`config.mk`:
```
export PLATFORM = sky130hd
export DESIGN_NAME = traffic_phase_ctrl
export DESIGN_NICKNAME = d
export VERILOG_FILES = /design/src/rtl/traffic_phase_ctrl_pkg.sv /design/src/rtl/traffic_phase_ctrl_lamp_decode.sv /design/src/rtl/traffic_phase_ctrl.sv
export SDC_FILE = /design/constraint.sdc
export NUM_CORES = 1
export LEC_CHECK = 0
export ABC_CLOCK_PERIOD_IN_PS = 1600
export CAP_MARGIN = 0
export CELL_PAD_IN_SITES_DETAIL_PLACEMENT = 0
export CELL_PAD_IN_SITES_GLOBAL_PLACEMENT = 2
export CORE_MARGIN = 1.5
export CORE_UTILIZATION = 24
export CTS_BUF_LIST = sky130_fd_sc_hd__clkbuf_2 sky130_fd_sc_hd__clkbuf_4 sky130_fd_sc_hd__clkbuf_8
export CTS_CLUSTER_DIAMETER = 150
export DETAILED_ROUTE_END_ITERATION = 6
export PLACE_DENSITY = 0.78
export SLEW_MARGIN = 20
export SYNTH_ARGS = -nofsm -noshare
export SYNTH_HDL_FRONTEND = slang
export SYNTH_HIERARCHICAL = 1
export SYNTH_SLANG_ARGS = --single-unit
```
`constraint.sdc`:
```
create_clock -name CLK -period 1.6 [get_ports CLK]
set_input_delay 0.32 -clock CLK [delete_from_list [all_inputs] [get_ports CLK]]
set_output_delay 0.32 -clock CLK [all_outputs]
set_load 0.01 [all_outputs]
```
`src/rtl/traffic_phase_ctrl_pkg.sv`:
```
// Shared types and helpers for the intersection phase sequencer.
//   phase_e       : 3-bit state encoding, also used as the PHASE display code
//   Lamp*         : bit positions inside the 6-bit LAMP vector
//   next_preset() : counter preset (next phase duration - 1) for a given state
package traffic_phase_ctrl_pkg;

  typedef enum logic [2:0] {
    StNsG    = 3'd0,
    StNsY    = 3'd1,
    StEwG    = 3'd2,
    StEwY    = 3'd3,
    StAllRed = 3'd4,
    StNite   = 3'd5
  } phase_e;

  // LAMP = {NS_R, NS_Y, NS_G, EW_R, EW_Y, EW_G}
  localparam int unsigned LampNsR = 5;
  localparam int unsigned LampNsY = 4;
  localparam int unsigned LampNsG = 3;
  localparam int unsigned LampEwR = 2;
  localparam int unsigned LampEwY = 1;
  localparam int unsigned LampEwG = 0;

  localparam logic [5:0] LampReset = 6'b001100;

  // Preset loaded when leaving state st: duration of the phase that follows, minus one.
  // Forced modes always resume into NS green.
  function automatic logic [5:0] next_preset(input phase_e st, input int unsigned ns_g,
                                             input int unsigned ns_y, input int unsigned ew_g,
                                             input int unsigned ew_y);
    int unsigned dur;
    case (st)
      StNsG:   dur = ns_y;
      StNsY:   dur = ew_g;
      StEwG:   dur = ew_y;
      default: dur = ns_g;
    endcase
    return 6'(dur - 1);
  endfunction

endpackage

```
`src/rtl/traffic_phase_ctrl_lamp_decode.sv`:
```
// Registered state/flash to lamp mapping.
//   clk_i, rst_ni : clock, asynchronous active-low reset
//   state_i       : current sequencer state
//   flash_i       : night-mode flash phase
//   lamp_o        : {NS_R, NS_Y, NS_G, EW_R, EW_Y, EW_G}, one edge behind state_i
module traffic_phase_ctrl_lamp_decode
  import traffic_phase_ctrl_pkg::*;
(
  input  logic       clk_i,
  input  logic       rst_ni,
  input  phase_e     state_i,
  input  logic       flash_i,
  output logic [5:0] lamp_o
);

  logic [5:0] lamp_d, lamp_q;

  always_comb begin
    lamp_d = '0;
    case (state_i)
      StNsG: begin
        lamp_d[LampNsG] = 1'b1;
        lamp_d[LampEwR] = 1'b1;
      end
      StNsY: begin
        lamp_d[LampNsY] = 1'b1;
        lamp_d[LampEwR] = 1'b1;
      end
      StEwG: begin
        lamp_d[LampEwG] = 1'b1;
        lamp_d[LampNsR] = 1'b1;
      end
      StEwY: begin
        lamp_d[LampEwY] = 1'b1;
        lamp_d[LampNsR] = 1'b1;
      end
      StAllRed: begin
        lamp_d[LampNsR] = 1'b1;
        lamp_d[LampEwR] = 1'b1;
      end
      StNite: begin
        lamp_d[LampNsY] = flash_i;
        lamp_d[LampEwY] = flash_i;
      end
      default: lamp_d = '0;
    endcase
  end

  always_ff @(posedge clk_i or negedge rst_ni) begin
    if (!rst_ni) begin
      lamp_q <= LampReset;
    end else begin
      lamp_q <= lamp_d;
    end
  end

  assign lamp_o = lamp_q;

endmodule

```
`src/rtl/traffic_phase_ctrl.sv`:
```
// Intersection phase sequencer driving an external loadable 6-bit down-counter.
//   CLK, RSTn          : clock, asynchronous active-low reset
//   TICK               : 1 Hz one-cycle strobe
//   RCO                : counter terminal count (value == 0)
//   PAUSE/EMERG/NIGHT  : mode levels, priority EMERG > NIGHT > PAUSE
//   LDn                : registered active-low counter load
//   E                  : combinational counter enable
//   PD                 : counter preset
//   LAMP               : registered lamp vector {NS_R,NS_Y,NS_G,EW_R,EW_Y,EW_G}
//   PHASE              : registered state code
module traffic_phase_ctrl
  import traffic_phase_ctrl_pkg::*;
#(
  parameter int unsigned T_NS_G = 30,
  parameter int unsigned T_NS_Y = 3,
  parameter int unsigned T_EW_G = 20,
  parameter int unsigned T_EW_Y = 3
) (
  input  logic       CLK,
  input  logic       RSTn,
  input  logic       TICK,
  input  logic       RCO,
  input  logic       PAUSE,
  input  logic       EMERG,
  input  logic       NIGHT,
  output logic       LDn,
  output logic       E,
  output logic [5:0] PD,
  output logic [5:0] LAMP,
  output logic [2:0] PHASE
);

  phase_e     state_d, state_q;
  logic       ldn_d, ldn_q;
  logic       flash_d, flash_q;
  logic [2:0] phase_q;
  logic       is_normal;
  logic       advance;

  assign is_normal = (state_q == StNsG) || (state_q == StNsY) ||
                     (state_q == StEwG) || (state_q == StEwY);

  assign E = TICK & ~PAUSE & ~EMERG & ~NIGHT & is_normal;

  // While a load is pending the counter value is stale, so RCO must not advance the phase.
  assign advance = RCO & E & ldn_q;

  // A pending load always resumes NS green.
  assign PD = ldn_q ? next_preset(state_q, T_NS_G, T_NS_Y, T_EW_G, T_EW_Y)
                    : 6'(T_NS_G - 1);

  always_comb begin
    state_d = state_q;
    ldn_d   = 1'b1;
    flash_d = flash_q;
    if (EMERG) begin
      state_d = StAllRed;
    end else if (NIGHT) begin
      state_d = StNite;
    end else if (!is_normal) begin
      state_d = StNsG;
      ldn_d   = 1'b0;
    end else if (advance) begin
      case (state_q)
        StNsG:   state_d = StNsY;
        StNsY:   state_d = StEwG;
        StEwG:   state_d = StEwY;
        default: state_d = StNsG;
      endcase
    end

    if ((state_d == StNite) && (state_q != StNite)) begin
      flash_d = 1'b0;
    end else if ((state_q == StNite) && TICK) begin
      flash_d = ~flash_q;
    end
  end

  always_ff @(posedge CLK or negedge RSTn) begin
    if (!RSTn) begin
      state_q <= StNsG;
      ldn_q   <= 1'b0;
      flash_q <= 1'b0;
      phase_q <= 3'd0;
    end else begin
      state_q <= state_d;
      ldn_q   <= ldn_d;
      flash_q <= flash_d;
      phase_q <= state_q;
    end
  end

  traffic_phase_ctrl_lamp_decode u_lamp_decode (
    .clk_i  (CLK),
    .rst_ni (RSTn),
    .state_i(state_q),
    .flash_i(flash_q),
    .lamp_o (LAMP)
  );

  assign LDn   = ldn_q;
  assign PHASE = phase_q;

endmodule
```
## Word level (Yosys, flattened, before mapping)

Cells that the tools add are included.

- Input port bits: 7
- Bits in registers: 14
- Logic and storage cells: 51

- Equality and inequality tests: 7
- Bitwise gates (word level): 10
- Reduce and logical (&&, ||, !) cells: 10
- Muxes and demuxes: 18
- $add $sub $neg: 1

Operators by type and width:

| cell | number |
|---|---|
| two-way mux 3 bit | 4 |
| case mux 5 bit (2 select lines) | 1 |
| equality test 3 bit (second input constant) | 3 |
| two-way mux 1 bit | 9 |
| bitwise AND 1 bit | 6 |
| equality test 3 x 2 -> 1 bit (second input constant) | 2 |
| two-way mux 6 bit | 1 |
| case mux 2 bit (3 select lines) | 1 |
| OR reduction 3 bit | 2 |
| subtractor 6 x 1 -> 6 bit (second input constant) | 1 |
| inverter 1 bit | 4 |
| case mux 1 bit (2 select lines) | 2 |
| equality test 3 x 1 -> 1 bit (second input constant) | 1 |
| logical NOT 3 bit | 1 |
| logical OR 1 bit | 3 |
| != test 3 bit (second input constant) | 1 |
| logical AND 1 bit | 2 |
| nonzero test 2 bit | 1 |
| OR reduction 2 bit | 1 |

## Longest topological paths before layout

Gate-level depths: netlist of the first run.

- Word-level depth: 14
- Depth in mapped cells: 5
- Mapped depth without buffers: 5

## By module

The synthesis of the first run kept the hierarchy.

Modules (own cells, without submodules):

| module | area an instance (sq um) | sequential area each (sq um) | cells an instance | instances |
|---|---|---|---|---|
| traffic_phase_ctrl | 414.1 | 200.2 | 41 | 1 |
| traffic_phase_ctrl_lamp_decode | 224.0 | 152.6 | 17 | 1 |

## Worst setup path after synthesis of the first run

OpenSTA, ideal clock, no wires.

- Path type: register -> output
- Start: register state_q[0]
- End: output PD[0]
- Data arrival time: 1.669 ns
- Cell stages (with the launch flop): 6
- Slack: -0.389 ns
- Path through: dfrtp_1 -> inv_2 -> or3_2 -> ha_1 -> nor2b_1 -> nand2_1

- Cells in the longest elaborated chain, start to end: 5
- Elaborated cells on any way between the ends: 7

Ends and longest elaborated chain:

| item | line | source |
|---|---|---|
| start, declared | traffic_phase_ctrl.sv:33 | `phase_e state_d, state_q;` |
| start signal, assigned | traffic_phase_ctrl.sv:81 | `state_q <= StNsG;` |
| start signal, assigned | traffic_phase_ctrl.sv:86 | `state_q <= state_d;` |
| equality test 3 x 2 -> 1 bit / logical NOT 3 bit (equally long branches) | traffic_phase_ctrl_pkg.sv:32 | `case (st)` |
| OR reduction 2 bit (no source line) | -- |  |
| case mux 5 bit (2 select lines) * | traffic_phase_ctrl_pkg.sv:32 |  |
| subtractor 6 x 1 -> 6 bit * | traffic_phase_ctrl_pkg.sv:38 | `return 6'(dur - 1);` |
| two-way mux 6 bit * | traffic_phase_ctrl.sv:49 | `assign PD = ldn_q ? next_preset(state_q, T_NS_G, T_NS_Y, T_EW_G, T_EW_Y)` |
| end, declared | traffic_phase_ctrl.sv:28 | `output logic [5:0] PD,` |

Mark *: on every way between the ends. The rest lies on a longest branch, timed or not.

## Worst setup path after layout of the first run

- Start: register state_q[0]
- End: output PD[5]

The elaborated chain is that of the path after synthesis.

==> results_dict.tcl, run 1 <==
set metrics [dict create \
    status "finished, violations left" \
    violations "negative setup slack" \
    routabilityCongestion 0.7240 \
    finalCritPeriodShare_pct 122.6 \
    wl_per_cell_um 11.07 \
    seq_area_frac_synth_pct 55.29 \
    rsz0062_at_grt "true" \
    yosysWarningCount 6 \
    viasPerCell 4.462 \
    ir_drop_uv 406.7 \
    critical_path_class "reg -> out" \
    final_common_cell "buf_4" \
    hold_class "in -> async" \
    ios 24 \
    drtIter0Drc 2 \
    worstMarginPinSlew_ps 214.4 \
    grt.overflow.total 0 \
    path_max_fanout 4 \
    drt-pass1-iter-count 4 \
    p_leak_nw 0.5196 \
    pwr-share-seq_pct 46.9 \
    clk_path_buf_depth 2 \
    clock-root-buffer "clkbuf_4" \
    final_core_util_pct 46.70 \
    cts_tree "built" \
    ys_ff_latch 14 \
    grt_pass1_vias 574 \
    antenna_found_initial 0 \
    diodes 0 \
    wl_met1_um 627 \
    p_sw_share_pct 24.98 \
    cp.required_ps 1280 \
    intPower_mw 0.6244 \
    syn2layout_area_growth_pct 82.94 \
    ys_types 25 \
    ant_nets 0 \
    grt_pass1_wl_um 2456 \
    placed_cell_area_um2 1044 \
    initial_utilization_pct 25.53 \
    drcViolationCount 0 \
    total_power_mw 0.8323 \
    layout.nets 114 \
    skew_ps 10.32 \
    syn_nets 69 \
    clk_latency_ps 280 \
    syn_inst 58 \
    grt_max_degree 15 \
    portBuffers 23 \
    slew_viol_final 0 \
    final.setup.worst_slack_ps -362.2 \
    dr_wl_met3_um 81 \
    drive_gt1_share_pct 49.02 \
    pwr_density_cell_nw_per_um2 713.0 \
    numCtsBuffers 3 \
    fillers 248 \
    combPwrFrac_pct 23.1 \
    avgSynthCellArea_um2 11.00 \
    fmax_ghz 0.5096 \
    maxCapViolations 0 \
    die-area_um2 2977 \
    clkPwrFrac_pct 29.9 \
    multi_input_area_um2 357.8 \
    maxUsedRoutingLayer "met3" \
    grt.total_usage_pct 11.64 \
    arrival_ps 1640 \
    synth_area_um2 638.1 \
    maxSlewHeadroom_pct 85.71 \
    drt_wl_total_um 1461 \
    die_x_um 54.57 \
    core_um2 2500 \
    start_kind "register" \
    final-hold-violation-count 0 \
    final_area_um2 1167 \
    fin_crit_ps 1962 \
    layout_common_cells "buf_4, clkdlybuf4s50_1, dfrtp_1, buf_6, inv_1" \
    worstSetupEndpointType "output pin" \
    met2WireLength_um 751 \
    htreeDepth 1 \
    cts.clk_slew.worst_paths_ps 90 \
    rows 18 \
    cts.sinks 14 \
    p_sw_mw 0.2079 \
    hpwl_um 1074 \
    regArea_um2 355.3 \
    setup_viol 7 \
    via_count 589 \
    die_y_um 54.57 \
]
[state kept, by name, indices dropped and copies added, names as in the netlist]
register	cells
flash_q	1
PHASE	3
u_lamp_decode/lamp_o	6
LDn	1
state_q	3
[area by class of cell]
class | instances | share of cell area (%)
clock buffer | 4 | 3.108
timing repair buffer | 40 | 30.01
inverter | 8 | 2.572
multi-input combinational | 36 | 30.65
sequential | 14 | 30.44
tap | 30 | 3.215
[per-stage QoR]
stage                     std cells  TNS (ps)  setup WS, ps  hold slack [ps]
after floorplan                  58    -197.4        -66.75            24.41
after global placement          123     -3273        -645.1            541.7
after detailed placement        123     -3286        -638.8            550.3
after CTS                       130     -2358        -385.2            345.5
after global routing            132     -2529        -414.2            376.3
final                           132     -2136        -362.2            344.5
[cells in the mapped netlist]
master | n | share of area, %
ha_1 | 4 | 7.8
or3_2 | 1 | 1.2
a311oi_1 | 1 | 1.4
nor2b_1 | 1 | 0.98
o21ai_0 | 2 | 1.6
nor2_1 | 2 | 1.2
a211oi_2 | 1 | 2.0
nand4b_1 | 1 | 1.4
nand2b_1 | 4 | 3.9
or4_1 | 1 | 1.2
dfstp_2 | 2 | 8.2
nand3_1 | 2 | 1.6
nor3b_1 | 2 | 2.4
nand3b_1 | 1 | 1.2
o21ai_1 | 1 | 0.78
or3_1 | 2 | 2.0
nor3_1 | 1 | 0.78
o22ai_2 | 1 | 2.0
xnor2_1 | 1 | 1.4
dfrtp_1 | 12 | 47
a21oi_1 | 2 | 1.6
inv_2 | 1 | 0.59
nand2_1 | 4 | 2.4
inv_1 | 7 | 4.1
or4b_1 | 1 | 1.6
[metal layers]
metal,vias up,global-route usage [%]
met5,-,0
met4,0,3.750
met3,0,2.732
met2,20,20.48
met1,283,13.85
li1,286,-
[worst paths after layout]
| kind | startpoint | to | slack [ps] | cells after the start |
|---|---|---|---|---|
| min in group CLK | EMERG | state_q[1]$_DFF_PN0_ | 480 | 3 |
| max | state_q[0]$_DFF_PN0_ | PD[5] | -360 | 5 |
| min | RSTn | PHASE[1]$_DFF_PN0_ | 340 | 2 |
| max reg2reg | state_q[0]$_DFF_PN0_ | state_q[0]$_DFF_PN0_ | 150 | 6 |
| min reg2reg | state_q[1]$_DFF_PN0_ | PHASE[1]$_DFF_PN0_ | 560 | 1 |
| max in group asynchronous | RSTn | u_lamp_decode/lamp_o[3]$_DFF_PN1_ | 1010 | 2 |
[timing repair]
action,4_1_cts,5_1_grt
hold buffers,0,0
gates cloned,0,0
setup endpoints to repair,10,7
pin swaps,8,3
resized for setup,41,7
buffers inserted,3,2
[kinds of logic (layout without fill, tap and decap cells)]
group	count (synthesis)	count (layout)	share of synthesized area (%)
simple gates	23	23	21.57
buf+inv	8	52	4.706
fa+ha+maj	4	4	7.843
flops	14	14	55.29
compound gates	8	8	9.215
xor+xnor	1	1	1.373
[worst max-delay path, cell delays in order (launching register included)]
cell and delay, ps:
dfrtp_2 390, inv_2 40, or3_4 420, ha_4 180, a311oi_2 170, buf_2 170
[power by group through the flow]
stage / logic, mW / clock network (mW) / registers, mW
2_1_floorplan: 0.0598 / 0 / 0.408
3_3_place_gp: 0.172 / 0 / 0.396
3_5_place_dp: 0.174 / 0 / 0.397
4_1_cts: 0.185 / 0.259 / 0.390
5_1_grt: 0.212 / 0.275 / 0.395
6_report: 0.192 / 0.249 / 0.391
Power figures use the tool's default switching activity.
==> inputs of run 2 (changes only) <==
CORE_MARGIN = 2   (was 1.5)
REMOVE_ABC_BUFFERS = 1   (was not set)
SLEW_MARGIN = 10   (was 20)
==> run 2 against run 1 <==
- maximum frequency increased by 0.87%
- the run still ends with negative setup slack left
- worst setup slack improved by 17 ps
- utilization decreased by 0.55 points
- sequential power about the same
- critical endpoint unchanged
==> results_dict.tcl, run 2 (synthesis results as in run 1) <==
set metrics [dict create \
    status "finished, violations left" \
    total_power_mw 0.8281 \
    drt-pass1-iter-count 3 \
    final_area_um2 1154 \
    finalCritPeriodShare_pct 121.6 \
    ios 24 \
    grt_pass1_vias 597 \
    largest_reg_flops 6 \
    critical_path.top_delay_family "simple AND/OR/NAND/NOR gates" \
    p_leak_nw 0.5187 \
    clk_latency_ps 270 \
    multi_input_area_um2 342.8 \
    regArea_um2 354.1 \
    die-area_um2 3087 \
    drive_gt1_share_pct 45.63 \
    hpwl_um 1150 \
    setup-tns-final_ps -2053 \
    dp_slack_ps -635.5 \
    fillers 256 \
    ctsHoldBuffers 0 \
    rows 18 \
    maxSlewHeadroom_pct 88.07 \
    crit_buf_inv 2 \
    cts.clk_slew.worst_paths_ps 80 \
    layout_common_cells "buf_4, clkdlybuf4s50_1, dfrtp_1, inv_1, buf_6" \
    hold_slack_ps 345.0 \
    drt_wl_total_um 1489 \
    layout.nets 115 \
    ir_drop_uv 269.2 \
    fmax_ghz 0.5140 \
    grt_pass1_wl_um 2704 \
    antenna_found_initial 0 \
    final.setup.worst_slack_ps -345.4 \
    die_x_um 55.57 \
    core_um2 2500 \
    drtIter0Drc 9 \
    cp.required_ps 1280 \
    syn2layout_area_growth_pct 80.78 \
    wl_per_cell_um 11.20 \
    critical_path_class "reg -> out" \
    final_cells 133 \
    drcViolationCount 0 \
    ant_nets 0 \
    setup_viol 7 \
    max_stage_delay_ps 440 \
    clock-root-buffer "clkbuf_4" \
    placed_cell_area_um2 1011 \
    grt_max_degree 15 \
    via_count 567 \
    violations "negative setup slack" \
    arrival_ps 1630 \
    maxCapViolations 0 \
    routabilityCongestion 0.7283 \
    worst_path_max_delay_cell "or3_4" \
    start_kind "register" \
    die_y_um 55.57 \
    crit_chain "inv_2 -> or3_4 -> ha_4 -> a311oi_2 -> buf_2" \
    fin_crit_ps 1945 \
    viasPerCell 4.263 \
    final-hold-violation-count 0 \
    worstMarginPinSlew_ps 178.9 \
    diodes 0 \
    rsz0062_at_grt "true" \
    slew_viol_final 0 \
    clk_path_buf_depth 2 \
    cts_tree "built" \
    final_core_util_pct 46.15 \
    dp.cells 125 \
    path_max_fanout 4 \
    worstSetupEndpointType "output pin" \
    grt.total_usage_pct 11.19 \
    numCtsBuffers 3 \
    cts.sinks 14 \
    htreeDepth 1 \
    portBuffers 23 \
    skew_ps 1.282 \
    hold_class "in -> async" \
    initial_utilization_pct 25.53 \
    grt.overflow.total 0 \
    final_common_cell "buf_4" \
    pwr_density_cell_nw_per_um2 717.8 \
]
==> run 2: cell types whose count changed in the layout (fill, tap and decap cells not counted) <==
cell | before | now
buf_2 | 3 | 4
buf_4 | 15 | 16
buf_6 | 6 | 5
clkdlybuf4s50_1 | 12 | 13
dfrtp_1 | 10 | 11
dfrtp_2 | 2 | 1
dlygate4sd2_1 | 4 | 3
ha_1 | 0 | 1
ha_4 | 4 | 3
inv_1 | 5 | 6
inv_2 | 3 | 2
nand2_1 | 2 | 3
nand2_2 | 1 | 0
==> run 2: final cells by class <==
class | instances | area share [%]
Clock buffer | 4 | 3.145
Inverter | 8 | 2.603
Multi-Input combinational cell | 36 | 29.72
Sequential cell | 14 | 30.69
Tap cell | 30 | 3.254
Timing Repair Buffer | 41 | 30.59
==> run 2: power by group <==
part,internal [mW],leakage (nW),switching [mW],total (mW)
Combinational,0.109,0.328,0.0837,0.193
Sequential,0.377,0.170,0.0112,0.388
Clock,0.138,0.0210,0.109,0.247
==> run 2: path summary, 6_finish.rpt <==
path / slack, ps / from / to / depth (start not counted)
min in group CLK: 570 / flash_q$_DFFE_PN0P_ / flash_q$_DFFE_PN0P_ / 2
worst max-delay path: -350 / state_q[0]$_DFF_PN0_ / PD[5] / 5
worst max register to register: 220 / LDn$_DFF_PN0_ / state_q[0]$_DFF_PN0_ / 5
worst min register to register: 570 / flash_q$_DFFE_PN0P_ / flash_q$_DFFE_PN0P_ / 2
worst min-delay path: 350 / RSTn / PHASE[2]$_DFF_PN0_ / 2
max in group asynchronous: 1020 / RSTn / u_lamp_decode/lamp_o[2]$_DFF_PN1_ / 2
==> run 2: layer usage <==
layer | share of wire (%) | vias up | global-route usage, % | wire length, um
met5 | 0 | - | 0 | 0
met4 | 0.40 | 0 | 4.181 | 6
met3 | 6.6 | 2 | 3.747 | 98
met2 | 51 | 17 | 19.22 | 760
met1 | 42 | 256 | 12.81 | 624
li1 | - | 292 | - | -
==> run 2: repair_timing <==
item | in CTS | in global routing
endpoints found under the setup margin | 10 | 7
gates cloned | 0 | 0
setup buffers | 3 | 1
resized for setup | 51 | 4
pin swaps | 7 | 3
hold endpoints to repair | 0 | 0
==> run 2: worst register-to-register path, stage by stage, from the launching register on <==
cell      delay [ps]
dfrtp_1          390
buf_4            160
buf_4            120
nand4b_1         130
or4b_1           440
nand3_1           80
